===== config.mk =====
export PLATFORM = sky130hd
export DESIGN_NAME = instr_prefetch_queue
export DESIGN_NICKNAME = d
export VERILOG_FILES = /design/src/rtl/pfq_pkg.sv /design/src/rtl/pfq_entry_array.sv /design/src/rtl/instr_prefetch_queue.sv
export SDC_FILE = /design/constraint.sdc
export NUM_CORES = 1
export LEC_CHECK = 0
export BUFFER_PORTS_ARGS = -buffer_cell sky130_fd_sc_hd__clkbuf_2
export CORE_AREA = 2 2 126 128
export CTS_BUF_LIST = sky130_fd_sc_hd__clkbuf_16
export DETAILED_ROUTE_END_ITERATION = 8
export DIE_AREA = 0 0 128 130
export GPL_TIMING_DRIVEN = 0
export PLACE_DENSITY = 0.75
export SYNTH_ARGS = -nofsm -noshare
export SYNTH_HDL_FRONTEND = slang
export SYNTH_SLANG_ARGS = --single-unit

===== constraint.sdc =====
create_clock -name clk -period 4.38 [get_ports clk]
set_input_delay 0.438 -clock clk [delete_from_list [all_inputs] [get_ports clk]]
set_output_delay 0.438 -clock clk [all_outputs]
set_load 0.02 [all_outputs]

===== src/rtl/pfq_pkg.sv =====
// Shared types and constants for the instruction prefetch queue.
package pfq_pkg;

    typedef enum logic [1:0] {
        IDLE  = 2'd0,
        RUN   = 2'd1,
        FLUSH = 2'd2
    } pfq_state_e;

    localparam logic [15:0] DEF_RESET_PC = 16'h0000;
    localparam int          DEF_PC_STEP  = 4;

    function automatic int ptr_w(input int depth);
        return $clog2(depth) + 1;
    endfunction

endpackage


===== src/rtl/pfq_entry_array.sv =====
// Prefetch slot storage: pc, instruction and fill bit per slot.
module pfq_entry_array
    import pfq_pkg::*;
#(
    parameter  int DEPTH = 4,
    parameter  int AW    = 16,
    parameter  int DW    = 16,
    localparam int IW    = ptr_w(DEPTH) - 1
) (
    input  logic          clk,
    input  logic          rst,
    input  logic          i_clr,
    input  logic          i_rsv_en,
    input  logic [IW-1:0] i_rsv_idx,
    input  logic [AW-1:0] i_rsv_pc,
    input  logic          i_fill_en,
    input  logic [IW-1:0] i_fill_idx,
    input  logic [DW-1:0] i_fill_data,
    input  logic [IW-1:0] i_rd_idx,
    output logic [AW-1:0] o_rd_pc,
    output logic [DW-1:0] o_rd_instr,
    output logic          o_rd_fill
);

    logic [AW-1:0]    r_pc    [DEPTH];
    logic [DW-1:0]    r_instr [DEPTH];
    logic [DEPTH-1:0] r_fill;

    always_ff @(posedge clk or negedge rst) begin
        if (!rst) begin
            for (int i = 0; i < DEPTH; i++) begin
                r_pc[i]    <= '0;
                r_instr[i] <= '0;
            end
            r_fill <= '0;
        end else if (i_clr) begin
            r_fill <= '0;
        end else begin
            if (i_rsv_en) begin
                r_pc[i_rsv_idx]   <= i_rsv_pc;
                r_fill[i_rsv_idx] <= 1'b0;
            end
            if (i_fill_en) begin
                r_instr[i_fill_idx] <= i_fill_data;
                r_fill[i_fill_idx]  <= 1'b1;
            end
        end
    end

    assign o_rd_pc    = r_pc[i_rd_idx];
    assign o_rd_instr = r_instr[i_rd_idx];
    assign o_rd_fill  = r_fill[i_rd_idx];

endmodule


===== src/rtl/instr_prefetch_queue.sv =====
// Prefetch queue between fetch and a variable-latency instruction memory.
// Define PFQ_PERF_CNT_EN to add drop / empty-cycle performance counters.
module instr_prefetch_queue
    import pfq_pkg::*;
#(
    parameter int            DEPTH    = 4,
    parameter int            AW       = 16,
    parameter int            DW       = 16,
    parameter int            PC_STEP  = DEF_PC_STEP,
    parameter logic [AW-1:0] RESET_PC = AW'(DEF_RESET_PC)
) (
    input  logic          clk,
    input  logic          rst,
    input  logic          StallF,
    input  logic          PCSrcE,
    input  logic [AW-1:0] PCTargetE,
    output logic          ValidF,
    output logic [DW-1:0] InstrF,
    output logic [AW-1:0] PCF,
    output logic [AW-1:0] PCPlus4F,
    output logic          mem_req_valid,
    input  logic          mem_req_ready,
    output logic [AW-1:0] mem_req_addr,
`ifdef PFQ_PERF_CNT_EN
    output logic [15:0]   perf_drop_cnt,
    output logic [15:0]   perf_empty_cnt,
`endif
    input  logic          mem_resp_valid,
    input  logic [DW-1:0] mem_resp_data
);

    localparam int PW = ptr_w(DEPTH);
    localparam int IW = PW - 1;

    pfq_state_e r_state, w_state_nxt;

    logic [PW-1:0] r_alloc, r_fill, r_rd, r_disc;
    logic [AW-1:0] r_next_pc;

    logic          w_redir, w_accept, w_resp_keep, w_pop, w_room;
    logic [PW-1:0] w_reserved, w_outst;
    logic [PW:0]   w_budget;
    logic [AW-1:0] w_head_pc;
    logic [DW-1:0] w_head_instr;
    logic          w_head_fill;

    assign w_redir     = PCSrcE && (r_state != IDLE);
    assign w_accept    = mem_req_valid && mem_req_ready;
    assign w_resp_keep = mem_resp_valid && !w_redir && (r_disc == '0);
    assign w_pop       = w_head_fill && !StallF && !PCSrcE;
    assign w_reserved  = r_alloc - r_rd;
    assign w_outst     = r_alloc - r_fill;

    // Old-stream responses still in flight count against the budget,
    // so total in-flight requests never exceed DEPTH.
    assign w_budget = {1'b0, w_reserved} + {1'b0, r_disc};
    assign w_room   = w_budget < (PW+1)'(DEPTH);

    always_ff @(posedge clk or negedge rst) begin
        if (!rst) begin
            r_alloc   <= '0;
            r_fill    <= '0;
            r_rd      <= '0;
            r_disc    <= '0;
            r_next_pc <= RESET_PC;
        end else if (w_redir) begin
            r_alloc   <= '0;
            r_fill    <= '0;
            r_rd      <= '0;
            r_disc    <= r_disc + w_outst - PW'(mem_resp_valid);
            r_next_pc <= PCTargetE;
        end else begin
            if (w_accept) begin
                r_alloc   <= r_alloc + PW'(1);
                r_next_pc <= r_next_pc + AW'(PC_STEP);
            end
            if (w_resp_keep) begin
                r_fill <= r_fill + PW'(1);
            end else if (mem_resp_valid) begin
                r_disc <= r_disc - PW'(1);
            end
            if (w_pop) begin
                r_rd <= r_rd + PW'(1);
            end
        end
    end

    always_ff @(posedge clk or negedge rst) begin
        if (!rst) r_state <= IDLE;
        else      r_state <= w_state_nxt;
    end

    always_comb begin
        w_state_nxt = r_state;
        unique case (r_state)
            IDLE:    w_state_nxt = RUN;
            RUN:     w_state_nxt = PCSrcE ? FLUSH : RUN;
            FLUSH:   w_state_nxt = PCSrcE ? FLUSH : RUN;
            default: w_state_nxt = IDLE;
        endcase
    end

    always_comb begin
        mem_req_valid = 1'b0;
        unique case (r_state)
            RUN:     mem_req_valid = !PCSrcE && w_room;
            default: mem_req_valid = 1'b0;
        endcase
    end

    assign mem_req_addr = r_next_pc;

    pfq_entry_array #(
        .DEPTH (DEPTH),
        .AW    (AW),
        .DW    (DW)
    ) u_entries (
        .clk         (clk),
        .rst         (rst),
        .i_clr       (w_redir),
        .i_rsv_en    (w_accept),
        .i_rsv_idx   (r_alloc[IW-1:0]),
        .i_rsv_pc    (r_next_pc),
        .i_fill_en   (w_resp_keep),
        .i_fill_idx  (r_fill[IW-1:0]),
        .i_fill_data (mem_resp_data),
        .i_rd_idx    (r_rd[IW-1:0]),
        .o_rd_pc     (w_head_pc),
        .o_rd_instr  (w_head_instr),
        .o_rd_fill   (w_head_fill)
    );

    // Head fields read as zero while no filled slot is presented.
    assign ValidF   = w_head_fill;
    assign InstrF   = w_head_fill ? w_head_instr : '0;
    assign PCF      = w_head_fill ? w_head_pc : '0;
    assign PCPlus4F = w_head_fill ? w_head_pc + AW'(PC_STEP) : '0;

`ifdef PFQ_PERF_CNT_EN
    logic [15:0] r_drop_cnt, r_empty_cnt;
    logic        w_drop;

    assign w_drop = mem_resp_valid && !w_resp_keep;

    always_ff @(posedge clk or negedge rst) begin
        if (!rst) begin
            r_drop_cnt  <= '0;
            r_empty_cnt <= '0;
        end else begin
            if (w_drop && r_drop_cnt != 16'hFFFF)
                r_drop_cnt <= r_drop_cnt + 16'd1;
            if (!w_head_fill && !StallF && r_empty_cnt != 16'hFFFF)
                r_empty_cnt <= r_empty_cnt + 16'd1;
        end
    end

    assign perf_drop_cnt  = r_drop_cnt;
    assign perf_empty_cnt = r_empty_cnt;
`endif

    a_resp_legal: assert property (@(posedge clk) disable iff (!rst)
        mem_resp_valid |-> (w_outst != '0 || r_disc != '0));

endmodule


### Word level (Yosys, flattened, before mapping)

Index checks and enable logic that the tools add are counted.

| storage, ports and cells | value |
|---|---|
| flip-flop bits (word level) | 162 |
| bits in latches | 0 |
| RAM bits | 0 |
| memories kept | 0 |
| bits in read-only memories | 0 |
| output and inout bits | 66 |

| operators by class | value |
|---|---|
| $mul | 0 |
| order comparisons | 11 |
| add/sub/neg operators | 11 |
| shift-type cells | 0 |
| eq/ne operators | 3 |
| reductions and logical operators | 25 |
| multiplexer cells | 39 |
| bitwise gates (word level) | 7 |
| div/mod/pow operators | 0 |

Operators by type and width:

| cell | number |
|---|---|
| 2-to-1 mux 16 bit | 11 |
| bitwise mux 64 bit | 2 |
| binary-select mux 16 bit (select 2 bit) | 2 |
| demux 16 bit (select 2 bit) | 2 |
| adder 16 x 3 -> 16 bit (second input constant) | 2 |
| 2-to-1 mux 3 bit | 9 |
| 2-to-1 mux 4 bit | 4 |
| logical AND 1 bit | 11 |
| nonzero test 2 bit | 5 |
| adder 3 x 1 -> 3 bit (second input constant) | 3 |
| greater-or-equal comparator 3 bit (second input constant) | 3 |
| < comparator 2 x 3 -> 1 bit (second input constant) | 3 |
| NOT 2 -> 3 bit | 3 |
| < comparator 3 x 1 -> 1 bit (second input constant) | 2 |
| AND reduction 2 bit | 3 |
| subtractor 3 bit | 2 |
| adder 3 x 3 -> 4 bit | 1 |
| AND 4 bit | 1 |
| demux 1 bit (select 2 bit) | 2 |
| greater-or-equal comparator 2 x 1 -> 1 bit (second input constant) | 2 |
| < comparator 4 x 3 -> 1 bit (second input constant) | 1 |
| 2-to-1 mux 1 bit | 4 |
| NOT 4 bit | 1 |
| OR 4 bit | 1 |
| other kinds (14) | 16 |

### Longest topological paths before layout

| depth | value |
|---|---|
| depth in word-level cells | 11 |
| mapped depth | 15 |
| gate-level depth less buffers | 13 |

### By module

From an unflattened synthesis, not the netlist that was laid out.

| second synthesis, totals | value |
|---|---|
| cell total of the unflattened synthesis | 636 |
| area total of the unflattened synthesis | 8,300.5 µm² |

Modules (own cells, without submodules):

| module | area an instance (µm²) | cells each | instances |
|---|---|---|---|
| pfq_entry_array | 5,831.8 | 334 | 1 |
| instr_prefetch_queue | 2,468.6 | 302 | 1 |

### Worst setup path after synthesis

No wires, ideal clock.

| path | value |
|---|---|
| path type | register to register |
| start point | register r_rd[1] |
| end point | register u_entries.r_pc[24] (netlist bit) |
| stages on the path, launching flop included | 15 |
| arrival time | 3.252 ns |
| period minus slack after synthesis | 3.377 ns |
| setup slack | 1.003 ns |
| setup time | 0.125 ns |
| data required time | 4.255 ns |
| path buffers | 5 |
| cells stage by stage | dfrtp_1 buf_4 buf_4 buf_1 inv_1 fa_1 xor2_1 xnor2_1 ha_1 nor4b_2 and4_1 buf_6 nand2_4 buf_2 mux2_2 |

| on the way | value |
|---|---|
| word-level cells in the longest chain between the ends | 7 |

Ends and longest elaborated chain:

| element | line | RTL |
|---|---|---|
| from (decl) | instr_prefetch_queue.sv:37 | `logic [PW-1:0] r_alloc, r_fill, r_rd, r_disc;` |
| from (signal assigned) | instr_prefetch_queue.sv:83 | `r_rd <= r_rd + PW'(1);` |
| subtractor 3 bit | instr_prefetch_queue.sv:51 | `assign w_reserved = r_alloc - r_rd;` |
| adder 3 x 3 -> 4 bit | instr_prefetch_queue.sv:56 | `assign w_budget = {1'b0, w_reserved} + {1'b0, r_disc};` |
| < comparator 4 x 3 -> 1 bit | instr_prefetch_queue.sv:57 | `assign w_room = w_budget < (PW+1)'(DEPTH);` |
| logical AND 1 bit | instr_prefetch_queue.sv:106 | `RUN: mem_req_valid = !PCSrcE && w_room;` |
| 2-to-1 mux 1 bit | instr_prefetch_queue.sv:105 | `unique case (r_state)` |
| logical AND 1 bit | instr_prefetch_queue.sv:48 | `assign w_accept = mem_req_valid && mem_req_ready;` |
| AND reduction 2 bit (no line) | - |  |
| to (signal, indexed assignment) | pfq_entry_array.sv:40 | `r_pc[i_rsv_idx] <= i_rsv_pc;` |
| to (decl) | pfq_entry_array.sv:25 | `logic [AW-1:0] r_pc [DEPTH];` |

Every way passes these cells.
A chain may end at the register's enable or synchronous reset.

### Worst setup path in the final report

| path | value |
|---|---|
| start point | register r_rd[1] |
| end point | output mem_req_valid |

| on the way | value |
|---|---|
| word-level cells in the longest chain between the ends | 5 |

Ends and longest elaborated chain:

| element | line | RTL |
|---|---|---|
| subtractor 3 bit | instr_prefetch_queue.sv:51 |  |
| adder 3 x 3 -> 4 bit | instr_prefetch_queue.sv:56 |  |
| < comparator 4 x 3 -> 1 bit | instr_prefetch_queue.sv:57 |  |
| logical AND 1 bit | instr_prefetch_queue.sv:106 |  |
| 2-to-1 mux 1 bit | instr_prefetch_queue.sv:105 |  |
| to (decl) | instr_prefetch_queue.sv:21 | `output logic mem_req_valid,` |

Every way passes these cells.

==> out/summary.json <==
{
  "outcome": {"value": "complete, no violations"},
  "initial_core_util": {"value": 0.5334},
  "synthesis.instances": {"value": 623},
  "timing.critical_path.fanout_max": {"value": 10},
  "dr_total_vias": {"value": 5415},
  "cts_htree_levels": {"value": 4},
  "grt_setup_unrepaired": {"value": "false"},
  "chipHeight": {"value": 130, "unit": "microns"},
  "ys_async_sr_fraction": {"value": 1.000},
  "clk_pin_slew_worst_paths": {"value": 0.06, "unit": "ns"},
  "crit_path_largest_cell_delay": {"value": 0.52, "unit": "ns"},
  "tritoncts_num_sinks": {"value": 162},
  "dp_hpwl": {"value": 13.05, "unit": "mm"},
  "worst_setup_path_end_kind": {"value": "output port"},
  "number_of_diodes": {"value": 0},
  "post-route-period-util": {"value": 0.9356},
  "clock_insertion_delay_worst_skew": {"value": 0.43, "unit": "ns"},
  "postSynthRegisterBits": {"value": 162},
  "p_leak": {"value": 4.524, "unit": "nW"},
  "fill_cells": {"value": 1162},
  "port_bufs": {"value": 103},
  "synthesis.nets": {"value": 686},
  "cts_setup_buffers": {"value": 0},
  "global_route_wire_length_before_repair": {"value": 29.72, "unit": "mm"},
  "power_density": {"value": 668.4, "unit": "mW/mm^2"},
  "clock_skew": {"value": 0.008081, "unit": "ns"},
  "critPathSlowestCell": {"value": "sky130_fd_sc_hd__buf_1"},
  "ys.warnings.count": {"value": 0},
  "worstSetupStartpointType": {"value": "flip-flop"},
  "final-max-slew-violation-count": {"value": 0},
  "syn_to_final_growth": {"value": 16.12, "unit": "%"},
  "globalplace.congestion": {"value": 0.8808},
  "worst_path_most_repeated_cell": {"value": "sky130_fd_sc_hd__buf_4"},
  "setup.worst_path.class": {"value": "reg -> out"},
  "placed_cell_area": {"value": 0.009020, "unit": "sq mm"},
  "worst-endpoint-arrival": {"value": 3.66, "unit": "ns"},
  "vias_per_cell": {"value": 5.700},
  "yosys_most_used_dff": {"value": "sky130_fd_sc_hd__dfrtp_1"},
  "layout.cell_area.non_filler": {"value": 0.009554, "unit": "sq mm"},
  "synthesis.area": {"value": 0.008228, "unit": "sq mm"},
  "maxcap_viol_count": {"value": 0},
  "antenna_found_initial": {"value": 0},
  "hold_path_class": {"value": "in -> reg"},
  "die_w": {"value": 128, "unit": "microns"},
  "max_slew.worst_pin.slew": {"value": 0.6754, "unit": "ns"},
  "drt_iter0_markers": {"value": 414},
  "post_synth_num_cell_types": {"value": 51},
  "syn_area_per_cell": {"value": 13.21, "unit": "sq um"},
  "max_clock_freq": {"value": 0.2440, "unit": "GHz"},
  "synth-seq-area-share": {"value": 0.4927},
  "design.portCount": {"value": 104},
  "core_area": {"value": 0.01542, "unit": "sq mm"},
  "final_routed_wire_length_divided_by_cell_count": {"value": 19.62, "unit": "microns"},
  "post_route_cells_drive_above_1_share": {"value": 0.4222},
  "cts_tree": {"value": "done"},
  "finalWorstSetupSlack": {"value": 0.2823, "unit": "ns"},
  "grt-ovfl-total": {"value": 0},
  "pre_cts_slack": {"value": 0.2736, "unit": "ns"},
  "globalRouteTotalUtil": {"value": 0.2371},
  "cts_inserted_buffers": {"value": 17},
  "setup_viol": {"value": 0},
  "detailedRoute.firstPassIterationCount": {"value": 4},
  "grt_start_max_net_pins": {"value": 117},
  "cts.root.buffer_cell": {"value": "sky130_fd_sc_hd__clkbuf_16"},
  "routed_wirelength": {"value": 18.64, "unit": "mm"},
  "worst_ep_required_time": {"value": 3.94, "unit": "ns"},
  "timing.final.hold_violations": {"value": 0},
  "r2r_setup_slack": {"value": 0.29, "unit": "ns"},
  "synth-edff-count": {"value": 0},
  "setup-tns-final": {"value": 0, "unit": "ns"},
  "clock_tree.buffer_depth": {"value": 2},
  "worstPathCellList": {"value": "buf_4, buf_4, buf_1, inv_1, fa_1, xor2_1, xnor2_1, ha_1, nor4b_2, and3_1, clkbuf_2"},
  "maxSlewHeadroom": {"value": 0.5497},
  "peakVddDrop": {"value": 353.6, "unit": "uV"},
  "drc": {"value": 0},
  "layout_min_cycle_time": {"value": 4.098, "unit": "ns"},
  "nets": {"value": 810},
  "drtAntennaViolNets": {"value": 0},
  "rows": {"value": 46},
  "die_outline_area": {"value": 0.01664, "unit": "sq mm"},
  "grt_pass1_vias": {"value": 5691}
}
[synthesized netlist by cell type (all sizes together) (2+ instances only)]
| cell type | count | area, sq um |
|---|---|---|
| dfrtp | 162 | 4054 |
| mux2 | 126 | 1423 |
| nand2 | 45 | 208.9 |
| nor2b | 33 | 206.5 |
| mux4 | 32 | 732.0 |
| nor2 | 26 | 97.59 |
| o21ai | 23 | 115.1 |
| buf | 22 | 150.1 |
| ha | 20 | 250.2 |
| inv | 20 | 75.07 |
| xnor2 | 18 | 157.7 |
| clkbuf | 14 | 52.55 |
| nand3 | 11 | 65.06 |
| xor2 | 9 | 78.83 |
| a21oi | 7 | 35.03 |
| nor3 | 7 | 35.03 |
| fa | 5 | 100.1 |
| nand4 | 5 | 52.55 |
| nor4 | 5 | 46.29 |
| a32o | 4 | 40.04 |
| and3 | 3 | 18.77 |
| nor4b | 3 | 45.04 |
| a221o | 2 | 20.02 |
| and4 | 2 | 20.02 |
| mux2i | 2 | 20.02 |
| nand3b | 2 | 15.01 |
| o22ai | 2 | 12.51 |
| o31ai | 2 | 15.01 |
| or3 | 2 | 12.51 |
[per-stage QoR]
step                      total power (W)  hold WS (ns)  std cells    util
after floorplan                  0.004284        0.1424        623       -
after global placement           0.004906        0.4563        918  0.5824
after detailed placement         0.005068        0.4004        919  0.5848
after CTS                        0.006431        0.2047        950  0.6194
after global routing             0.006768        0.2208        950  0.6194
final                            0.006386        0.2127        950  0.6194
[state kept, by name, indices dropped and copies added (netlist names)]
register,flops
u_entries.r_pc,64
u_entries.r_instr,64
mem_req_addr,16
r_fill,3
r_alloc,3
r_rd,3
r_state,2
u_entries.r_fill,4
r_disc,3
[where the power goes]
part           total [W]  switching (W)  internal, W
combinational    0.00266        0.00140      0.00126
clock            0.00135       0.000583     0.000763
sequential       0.00238       0.000357      0.00202
[worst paths after layout]
path	depth (start not counted)	to	startpoint
max	11	mem_req_valid	r_rd[1]
min	3	mem_req_addr[1]	PCTargetE[1]
max reg2reg	14	u_entries.r_pc[62]	r_rd[1]
min reg2reg	1	u_entries.r_instr[11]	u_entries.r_instr[11]
max in group asynchronous	3	u_entries.r_instr[58]	rst
min in group asynchronous	2	u_entries.r_pc[60]	rst
[final cells by class]
cell class,instances,area [sq um],share of cell area
clock buffers,17,425.4,0.04453
repair buffers,105,561.8,0.05880
well taps,192,240.2,0.02514
clock inverters,13,98.84,0.01035
inverters,20,75.07,0.007858
flip-flops and latches,162,4054,0.4243
multi-input cells,405,3896,0.4078
plain buffers,36,202.7,0.02122
[cells by family after synthesis]
family,synth area share
mux,0.2643
simple gates,0.1051
xor+xnor,0.02874
flops,0.4927
buf+inv,0.03376
compound gates,0.03285
fa+ha+maj,0.04258
[cells in the final DEF, fill, tap and decap left out, types with 4 or more instances in the layout]
cell / count
sky130_fd_sc_hd__nand2_1: 37
sky130_fd_sc_hd__nand2_4: 4
sky130_fd_sc_hd__fa_1: 5
sky130_fd_sc_hd__clkbuf_16: 17
sky130_fd_sc_hd__clkbuf_2: 102
sky130_fd_sc_hd__inv_1: 22
sky130_fd_sc_hd__nor2_1: 26
sky130_fd_sc_hd__clkbuf_1: 14
sky130_fd_sc_hd__nand3_1: 9
sky130_fd_sc_hd__ha_1: 20
sky130_fd_sc_hd__nand2_2: 4
sky130_fd_sc_hd__nor3_1: 7
sky130_fd_sc_hd__buf_2: 11
sky130_fd_sc_hd__nor4_1: 4
sky130_fd_sc_hd__a32o_1: 4
sky130_fd_sc_hd__mux4_2: 29
sky130_fd_sc_hd__xor2_1: 9
sky130_fd_sc_hd__dfrtp_1: 162
sky130_fd_sc_hd__nor2b_1: 33
sky130_fd_sc_hd__o21ai_0: 23
sky130_fd_sc_hd__a21oi_1: 7
sky130_fd_sc_hd__buf_4: 4
sky130_fd_sc_hd__mux2_2: 125
sky130_fd_sc_hd__xnor2_1: 18
[layer usage]
layer	part of all wire	vias up	track usage
met4	0.020	0	0.08985
met2	0.50	184	0.4083
met5	0	-	0
met1	0.42	2722	0.2941
met3	0.060	32	0.05617
li1	-	2477	-
[repair_timing]
item,in CTS,in global routing
hold buffers,1,0
endpoints found under the hold margin,46,0
gates resized for setup,0,0
[worst max-delay path: cells and delay by family, from the launching register on]
family	cells	cell delay, ns
flip-flops	1	0.36
AND/OR/NAND/NOR	2	0.55
XOR/XNOR	2	0.34
buffers and inverters	5	1.30
adder cells (fa/ha/maj)	2	0.69
No activity file was read; power rests on OpenSTA's default activity.
